`src/rtl/mdu_pkg.sv`:
```
// mdu_pkg: shared op encodings, FSM states and helpers for the mul/div sequencer.
package mdu_pkg;

    localparam int DIV_ITER = 32;
    localparam int CNT_W    = $clog2(DIV_ITER);

    typedef enum logic [2:0] {
        MDU_NONE  = 3'd0,
        MDU_MULT  = 3'd1,
        MDU_MULTU = 3'd2,
        MDU_DIV   = 3'd3,
        MDU_DIVU  = 3'd4
    } mdu_op_e;

    typedef enum logic [1:0] {
        S_IDLE,
        S_MUL,
        S_DIV,
        S_DONE
    } mdu_state_e;

    // Magnitude of a 32-bit operand; unsigned ops pass straight through.
    function automatic logic [31:0] abs32(input logic [31:0] x, input logic sgn);
        return (sgn && x[31]) ? -x : x;
    endfunction

endpackage

```
`src/rtl/mdu_div_radix2.sv`:
```
// div_radix2: iterative restoring unsigned divider, one quotient bit per cycle.
module div_radix2
    import mdu_pkg::*;
(
    input  logic        clk,
    input  logic        rst_n,
    input  logic        start_i,
    input  logic [31:0] dividend_i,
    input  logic [31:0] divisor_i,
    output logic        done_o,
    output logic [31:0] quo_o,
    output logic [31:0] rem_o
);

    logic             run_q, run_d;
    logic [CNT_W-1:0] cnt_q, cnt_d;
    logic [31:0]      quo_q, quo_d, rem_q, rem_d, dvs_q, dvs_d;
    logic [32:0]      shl;
    logic             ge;

    // One shift-subtract step per cycle; the dividend shifts out of quo_q as quotient bits shift in.
    always_comb begin
        shl   = {rem_q, quo_q[31]};
        ge    = shl >= {1'b0, dvs_q};
        run_d = run_q;
        cnt_d = cnt_q;
        quo_d = quo_q;
        rem_d = rem_q;
        dvs_d = dvs_q;
        if (start_i) begin
            run_d = 1'b1;
            cnt_d = '0;
            quo_d = dividend_i;
            rem_d = '0;
            dvs_d = divisor_i;
        end else if (run_q) begin
            rem_d = ge ? 32'(shl - {1'b0, dvs_q}) : shl[31:0];
            quo_d = {quo_q[30:0], ge};
            cnt_d = cnt_q + CNT_W'(1);
            run_d = cnt_q != CNT_W'(DIV_ITER - 1);
        end
    end

    // Divider state registers.
    always_ff @(posedge clk or negedge rst_n) begin
        if (!rst_n) begin
            run_q <= 1'b0;
            cnt_q <= '0;
            quo_q <= '0;
            rem_q <= '0;
            dvs_q <= '0;
        end else begin
            run_q <= run_d;
            cnt_q <= cnt_d;
            quo_q <= quo_d;
            rem_q <= rem_d;
            dvs_q <= dvs_d;
        end
    end

    assign done_o = run_q && cnt_q == CNT_W'(DIV_ITER - 1);
    assign quo_o  = quo_q;
    assign rem_o  = rem_q;

endmodule

```
`src/rtl/mdu_ctrl.sv`:
```
// mdu_ctrl: E-stage mul/div sequencer (optional early-out divide: MDU_DIV_FAST_EN).
module mdu_ctrl
    import mdu_pkg::*;
#(
    parameter int MUL_LAT = 2
) (
    input  logic        clk,
    input  logic        resetn,
    input  logic [2:0]  op_e,
    input  logic [31:0] src_a_e,
    input  logic [31:0] src_b_e,
    input  logic        flush_i,
    output logic        stall_o,
    output logic        hilo_we_o,
    output logic [31:0] hi_o,
    output logic [31:0] lo_o,
    output logic        busy_o
);

    mdu_state_e       state_q, state_d;
    logic [CNT_W-1:0] cnt_q, cnt_d;
    logic [31:0]      a_q, a_d, b_q, b_d, hi_q, hi_d, lo_q, lo_d;
    logic             neg_quo_q, neg_quo_d, neg_rem_q, neg_rem_d;
    logic             mul_q, mul_d, fast_q, fast_d, done_q, done_d;
    logic [63:0]      pipe_q [MUL_LAT];
    logic [63:0]      pipe_d [MUL_LAT];

    logic        is_mul, is_div, sgn, accept, fast_go, div_done;
    logic [31:0] abs_a, abs_b, div_quo, div_rem, quo_raw, rem_raw, quo_s, rem_s;
    logic [63:0] prod_s;

    assign is_mul = op_e == MDU_MULT || op_e == MDU_MULTU;
    assign is_div = op_e == MDU_DIV || op_e == MDU_DIVU;
    assign sgn    = op_e == MDU_MULT || op_e == MDU_DIV;
    assign abs_a  = abs32(src_a_e, sgn);
    assign abs_b  = abs32(src_b_e, sgn);
    // done_q keeps the op still sitting in E during DONE from being issued again.
    assign accept = resetn && state_q == S_IDLE && (is_mul || is_div) && !flush_i && !done_q;

`ifdef MDU_DIV_FAST_EN
    assign fast_go = is_div && (src_b_e == '0 || abs_a < abs_b);
`else
    assign fast_go = 1'b0;
`endif

    div_radix2 u_div (
        .clk        (clk),
        .rst_n      (resetn),
        .start_i    (accept && is_div && !fast_go),
        .dividend_i (abs_a),
        .divisor_i  (abs_b),
        .done_o     (div_done),
        .quo_o      (div_quo),
        .rem_o      (div_rem)
    );

    // Early-out divides produce the same raw quotient/remainder the full sequence would.
    assign quo_raw = fast_q ? {32{b_q == '0}} : div_quo;
    assign rem_raw = fast_q ? a_q : div_rem;
    assign quo_s   = neg_quo_q ? -quo_raw : quo_raw;
    assign rem_s   = neg_rem_q ? -rem_raw : rem_raw;
    assign prod_s  = neg_quo_q ? -pipe_q[MUL_LAT-1] : pipe_q[MUL_LAT-1];

    assign hilo_we_o = state_q == S_DONE && !flush_i;
    assign stall_o   = accept || ((state_q == S_MUL || state_q == S_DIV) && !flush_i);
    assign busy_o    = state_q != S_IDLE;
    assign hi_o      = hi_d;
    assign lo_o      = lo_d;

    // Next-state, operand capture and signed result fix-up.
    always_comb begin
        state_d   = state_q;
        cnt_d     = cnt_q;
        a_d       = a_q;
        b_d       = b_q;
        neg_quo_d = neg_quo_q;
        neg_rem_d = neg_rem_q;
        mul_d     = mul_q;
        fast_d    = fast_q;
        done_d    = state_q == S_DONE;
        hi_d      = hilo_we_o ? (mul_q ? prod_s[63:32] : rem_s) : hi_q;
        lo_d      = hilo_we_o ? (mul_q ? prod_s[31:0] : quo_s) : lo_q;
        pipe_d    = pipe_q;
        case (state_q)
            S_IDLE: if (accept) begin
                a_d       = abs_a;
                b_d       = abs_b;
                neg_quo_d = sgn && (src_a_e[31] ^ src_b_e[31]);
                neg_rem_d = sgn && src_a_e[31];
                mul_d     = is_mul;
                fast_d    = fast_go;
                cnt_d     = '0;
                state_d   = is_mul ? S_MUL : (fast_go ? S_DONE : S_DIV);
            end
            S_MUL: begin
                pipe_d[0] = 64'(a_q) * 64'(b_q);
                for (int i = 1; i < MUL_LAT; i++) pipe_d[i] = pipe_q[i-1];
                cnt_d   = cnt_q + CNT_W'(1);
                state_d = cnt_q == CNT_W'(MUL_LAT - 1) ? S_DONE : S_MUL;
            end
            S_DIV: begin
                cnt_d   = cnt_q + CNT_W'(1);
                state_d = div_done ? S_DONE : S_DIV;
            end
            default: begin
                cnt_d   = '0;
                state_d = S_IDLE;
            end
        endcase
        if (flush_i) state_d = S_IDLE;
    end

    // Controller registers.
    always_ff @(posedge clk or negedge resetn) begin
        if (!resetn) begin
            state_q   <= S_IDLE;
            cnt_q     <= '0;
            a_q       <= '0;
            b_q       <= '0;
            hi_q      <= '0;
            lo_q      <= '0;
            neg_quo_q <= 1'b0;
            neg_rem_q <= 1'b0;
            mul_q     <= 1'b0;
            fast_q    <= 1'b0;
            done_q    <= 1'b0;
            for (int i = 0; i < MUL_LAT; i++) pipe_q[i] <= '0;
        end else begin
            state_q   <= state_d;
            cnt_q     <= cnt_d;
            a_q       <= a_d;
            b_q       <= b_d;
            hi_q      <= hi_d;
            lo_q      <= lo_d;
            neg_quo_q <= neg_quo_d;
            neg_rem_q <= neg_rem_d;
            mul_q     <= mul_d;
            fast_q    <= fast_d;
            done_q    <= done_d;
            pipe_q    <= pipe_d;
        end
    end

endmodule

```
`config.mk`:
```
export PLATFORM = sky130hd
export DESIGN_NAME = mdu_ctrl
export DESIGN_NICKNAME = d
export VERILOG_FILES = /design/src/rtl/mdu_pkg.sv /design/src/rtl/mdu_div_radix2.sv /design/src/rtl/mdu_ctrl.sv
export SDC_FILE = /design/constraint.sdc
export NUM_CORES = 2
export LEC_CHECK = 0
export BUFFER_PORTS_ARGS = -buffer_cell sky130_fd_sc_hd__buf_2
export CAP_MARGIN = 20
export CELL_PAD_IN_SITES_DETAIL_PLACEMENT = 1
export CELL_PAD_IN_SITES_GLOBAL_PLACEMENT = 1
export CORE_ASPECT_RATIO = 1.2
export CORE_UTILIZATION = 45
export DETAILED_ROUTE_END_ITERATION = 7
export PLACE_DENSITY = 0.73
export REMOVE_ABC_BUFFERS = 1
export SLEW_MARGIN = 40
export SYNTH_ARGS = -nofsm -noshare
export SYNTH_HDL_FRONTEND = slang
export SYNTH_SLANG_ARGS = --single-unit
```
`constraint.sdc`:
```
create_clock -name clk -period 19.3 [get_ports clk]
set_input_delay 3.86 -clock clk [delete_from_list [all_inputs] [get_ports clk]]
set_output_delay 3.86 -clock clk [all_outputs]
set_load 0.005 [all_outputs]
```
==> impl_metrics.env <==
export IMPL_worst_pin_slew_ps=845.6
export IMPL_insertion_delay_ps=580
export IMPL_placed_cell_area_mm2=0.05576
export IMPL_place_gp_congestion=0.8910
export IMPL_place_hpwl_um=129500
export IMPL_synth_ff_type="dfrtp_1"
export IMPL_cp_startpoint="resetn"
export IMPL_rsz0062_at_grt="false"
export IMPL_ant_nets=0
export IMPL_status="completed"
export IMPL_crit_arrival_ps=6280
export IMPL_hold_buffers=0
export IMPL_core_area_mm2=0.1181
export IMPL_worstPathMaxFanout=77
export IMPL_hold_class="reg -> reg"
export IMPL_fin_ws_ps=9160
export IMPL_drt_iter0_drc=1926
export IMPL_post_route_util_pct=48.30
export IMPL_grt_remaining_overflow=0
export IMPL_fmax_ghz=0.09862
export IMPL_crit_chain="buf_8, nand2_1, nor3_1, and2_2, buf_4, nor2_1, o21ai_0, buf_2"
export IMPL_drc_errors=0
export IMPL_grt_first_pass_wirelength_um=264900
export IMPL_setup_tns_ps=0
export IMPL_fin_nets=7086
export IMPL_cp_slowest_stage_delay_ps=550
export IMPL_relSlewSlack_pct=43.03
export IMPL_slew_viol_final=0
export IMPL_cts_tree="yes"
export IMPL_yosysUniqueCellTypes=68
export IMPL_required_ps=15440
export IMPL_cts_root_buf="clkbuf_16"
export IMPL_drive_above_1_share_pct=7.451
export IMPL_cts_made_buffers=40
export IMPL_stdcell_area_mm2=0.05704
export IMPL_place_ws_ps=9127
export IMPL_period_share_pct=52.54
export IMPL_grt_util_all_layers_pct=28.27
export IMPL_ioPinCount=137
export IMPL_cts_setup_buffers=0
export IMPL_cp_endpoint="stall_o"
export IMPL_finalSetupViolations=0
export IMPL_dieArea_mm2=0.1207
export IMPL_port_buffers=136
export IMPL_syn_avg_cell_area_um2=9.107
export IMPL_grt_max_degree=104
export IMPL_worstRegToRegCells=24
export IMPL_antenna_found_initial=4
export IMPL_ctsHtreeMaxLevel=2
export IMPL_synthArstFlopShare_pct=100.0
export IMPL_yosysSeqAreaShare_pct=17.20
export IMPL_r2r_end="pipe_q[124]"
export IMPL_max_cap_viol_count=0
export IMPL_fill_cells=13710
export IMPL_finalHoldViolations=0
export IMPL_cts_sinks=369
export IMPL_period_needed_ps=10140
export IMPL_initial_core_util_pct=45.45
export IMPL_routedWlPerCell_um=22.21
export IMPL_path_class="in -> out"
export IMPL_worstSetupEndpointType="output port"
export IMPL_via_count=41170
export IMPL_skew_ps=16.00
export IMPL_synth_cells=5894
export IMPL_syn_to_final_growth_pct=6.270
export IMPL_dr_pass1_iters=5
export IMPL_grt_pass1_vias=46930
export IMPL_yosysWarnings=0
export IMPL_die_w_um=317.3
export IMPL_num_rows=138
export IMPL_synth_seq_cells=369
export IMPL_critPathLaunchType="primary input"
export IMPL_ctsResizeCount=0
export IMPL_via_per_inst=5.579
export IMPL_crit_slowest_cell="buf_4"
export IMPL_r2r_start="b_q[5]"
export IMPL_synth_edff_count=0
export IMPL_clkTransAtPathRegs_ps=60
export IMPL_cts_max_path_buffers=3
export IMPL_die_y_um=380.3
export IMPL_r2r_slack_ps=10040
export IMPL_synthesis_area_mm2=0.05368
export IMPL_routed_wl_um=163900
-- routing by layer --
metal | wire [µm] | global-route usage (%)
met4 | 6972 | 10.59
met3 | 4983 | 2.545
met1 | 64330 | 33.91
met2 | 87600 | 51.76
met5 | 11 | 0
-- Yosys cell counts (14+ instances only) --
cell / count / share of area, %
mux2i_1: 28 / 0.52
inv_1: 927 / 6.5
nand3_1: 47 / 0.44
nand2_1: 739 / 5.2
o21bai_1: 14 / 0.20
o21a_1: 14 / 0.20
or3_1: 32 / 0.37
nor3_1: 50 / 0.47
and2_1: 601 / 7.0
o31ai_1: 59 / 0.83
a21o_1: 60 / 0.84
mux2_2: 116 / 2.4
nor2_1: 177 / 1.2
dfrtp_1: 369 / 17
nand4_1: 30 / 0.35
o41ai_1: 20 / 0.33
clkbuf_1: 332 / 2.3
xor2_1: 128 / 2.1
fa_1: 897 / 33
a211oi_1: 37 / 0.52
or4_1: 17 / 0.24
or2_2: 15 / 0.17
nor4_1: 15 / 0.17
nand2b_1: 20 / 0.23
and3_1: 15 / 0.17
a31oi_1: 18 / 0.21
ha_1: 308 / 7.2
xnor2_1: 134 / 2.2
nor2b_1: 37 / 0.43
a21oi_1: 260 / 2.4
o21ai_0: 271 / 2.5
-- worst min path at each step --
stage	start	end	slack, ps	cells past startpoint
final	lo_q[1]	lo_q[1]	470	2
after CTS	lo_q[1]	lo_q[1]	470	2
after global placement	a_q[31]	a_q[31]	460	2
after floorplan	pipe_q[126]	pipe_q[126]	450	2
after detailed placement	lo_q[1]	lo_q[1]	460	2
after global routing	lo_q[1]	lo_q[1]	500	2
-- state kept, by name, summed over array words and instances, names as in the netlist --
register,count
a_q,32
b_q,32
neg_rem_q,1
state_q,2
lo_q,32
u_div.dvs_q,32
mul_q,1
hi_q,32
u_div.run_q,1
neg_quo_q,1
u_div.quo_o,32
pipe_q,128
u_div.rem_o,32
cnt_q,5
u_div.cnt_q,5
done_q,1
-- worst max-delay path, delay by kind of cell --
kind | cells | cell delay (ps)
buf+inv | 3 | 1140
simple gates | 4 | 1060
compound gates | 1 | 120
-- placed cells by master (no fill, tap or decap), types with 15 or more instances in the layout --
cell | synthesis | layout
clkbuf_16 | 0 | 41
or3_1 | 32 | 32
nor2b_1 | 37 | 37
dfrtp_1 | 369 | 364
xnor2_1 | 134 | 134
a21oi_1 | 260 | 260
nor3_1 | 50 | 50
a21o_1 | 60 | 60
fa_1 | 897 | 897
o21ai_0 | 271 | 271
nor2_1 | 177 | 177
or4_1 | 17 | 17
buf_2 | 1 | 135
and3_1 | 15 | 15
mux2_2 | 116 | 116
nand2b_1 | 20 | 19
a31oi_1 | 18 | 18
o41ai_1 | 20 | 19
ha_1 | 308 | 307
buf_4 | 0 | 73
nor4_1 | 15 | 15
o31ai_1 | 59 | 59
inv_1 | 927 | 927
nand2_1 | 739 | 738
mux2i_1 | 28 | 28
xor2_1 | 128 | 128
and2_1 | 601 | 600
nand4_1 | 30 | 30
nand3_1 | 47 | 47
a211oi_1 | 37 | 37
-- metrics by stage --
stage,cells,hold WS (ps)
floorplan,5550,446.2
global placement,7306,459.5
detailed placement,7309,456.8
CTS,7378,471.9
global route,7378,498.8
finish,7379,473.4
-- layout make-up --
class / instances / area, µm² / share of cell area [%]
Multi-Input combinational cell: 4252 / 39720 / 69.64
Sequential cell: 369 / 9245 / 16.21
Clock buffer: 56 / 1172 / 2.055
Antenna cell: 1 / 2.502 / 0.004387
Tap cell: 1540 / 1927 / 3.378
Inverter: 929 / 3487 / 6.113
Clock inverter: 13 / 108.9 / 0.1908
Timing Repair Buffer: 219 / 1378 / 2.415
-- cells by family (layout without fill, tap and decap cells) --
group / Yosys count / after routing / synth area share [%]
and+or+nand+nor: 1816 / 1816 / 16.81
buffers and inverters: 1273 / 1217 / 8.904
other: 0 / 1 / 0
DFF: 369 / 369 / 17.20
adders and majority gates: 1205 / 1205 / 40.63
xor gates and xnor gates: 262 / 262 / 4.275
AOI/OAI and AO/OA: 824 / 824 / 9.179
muxes: 145 / 145 / 2.998
Power is left out: the tool's default activity adds up to more than one toggle a clock period on the data nets, which glitch-free logic cannot reach.
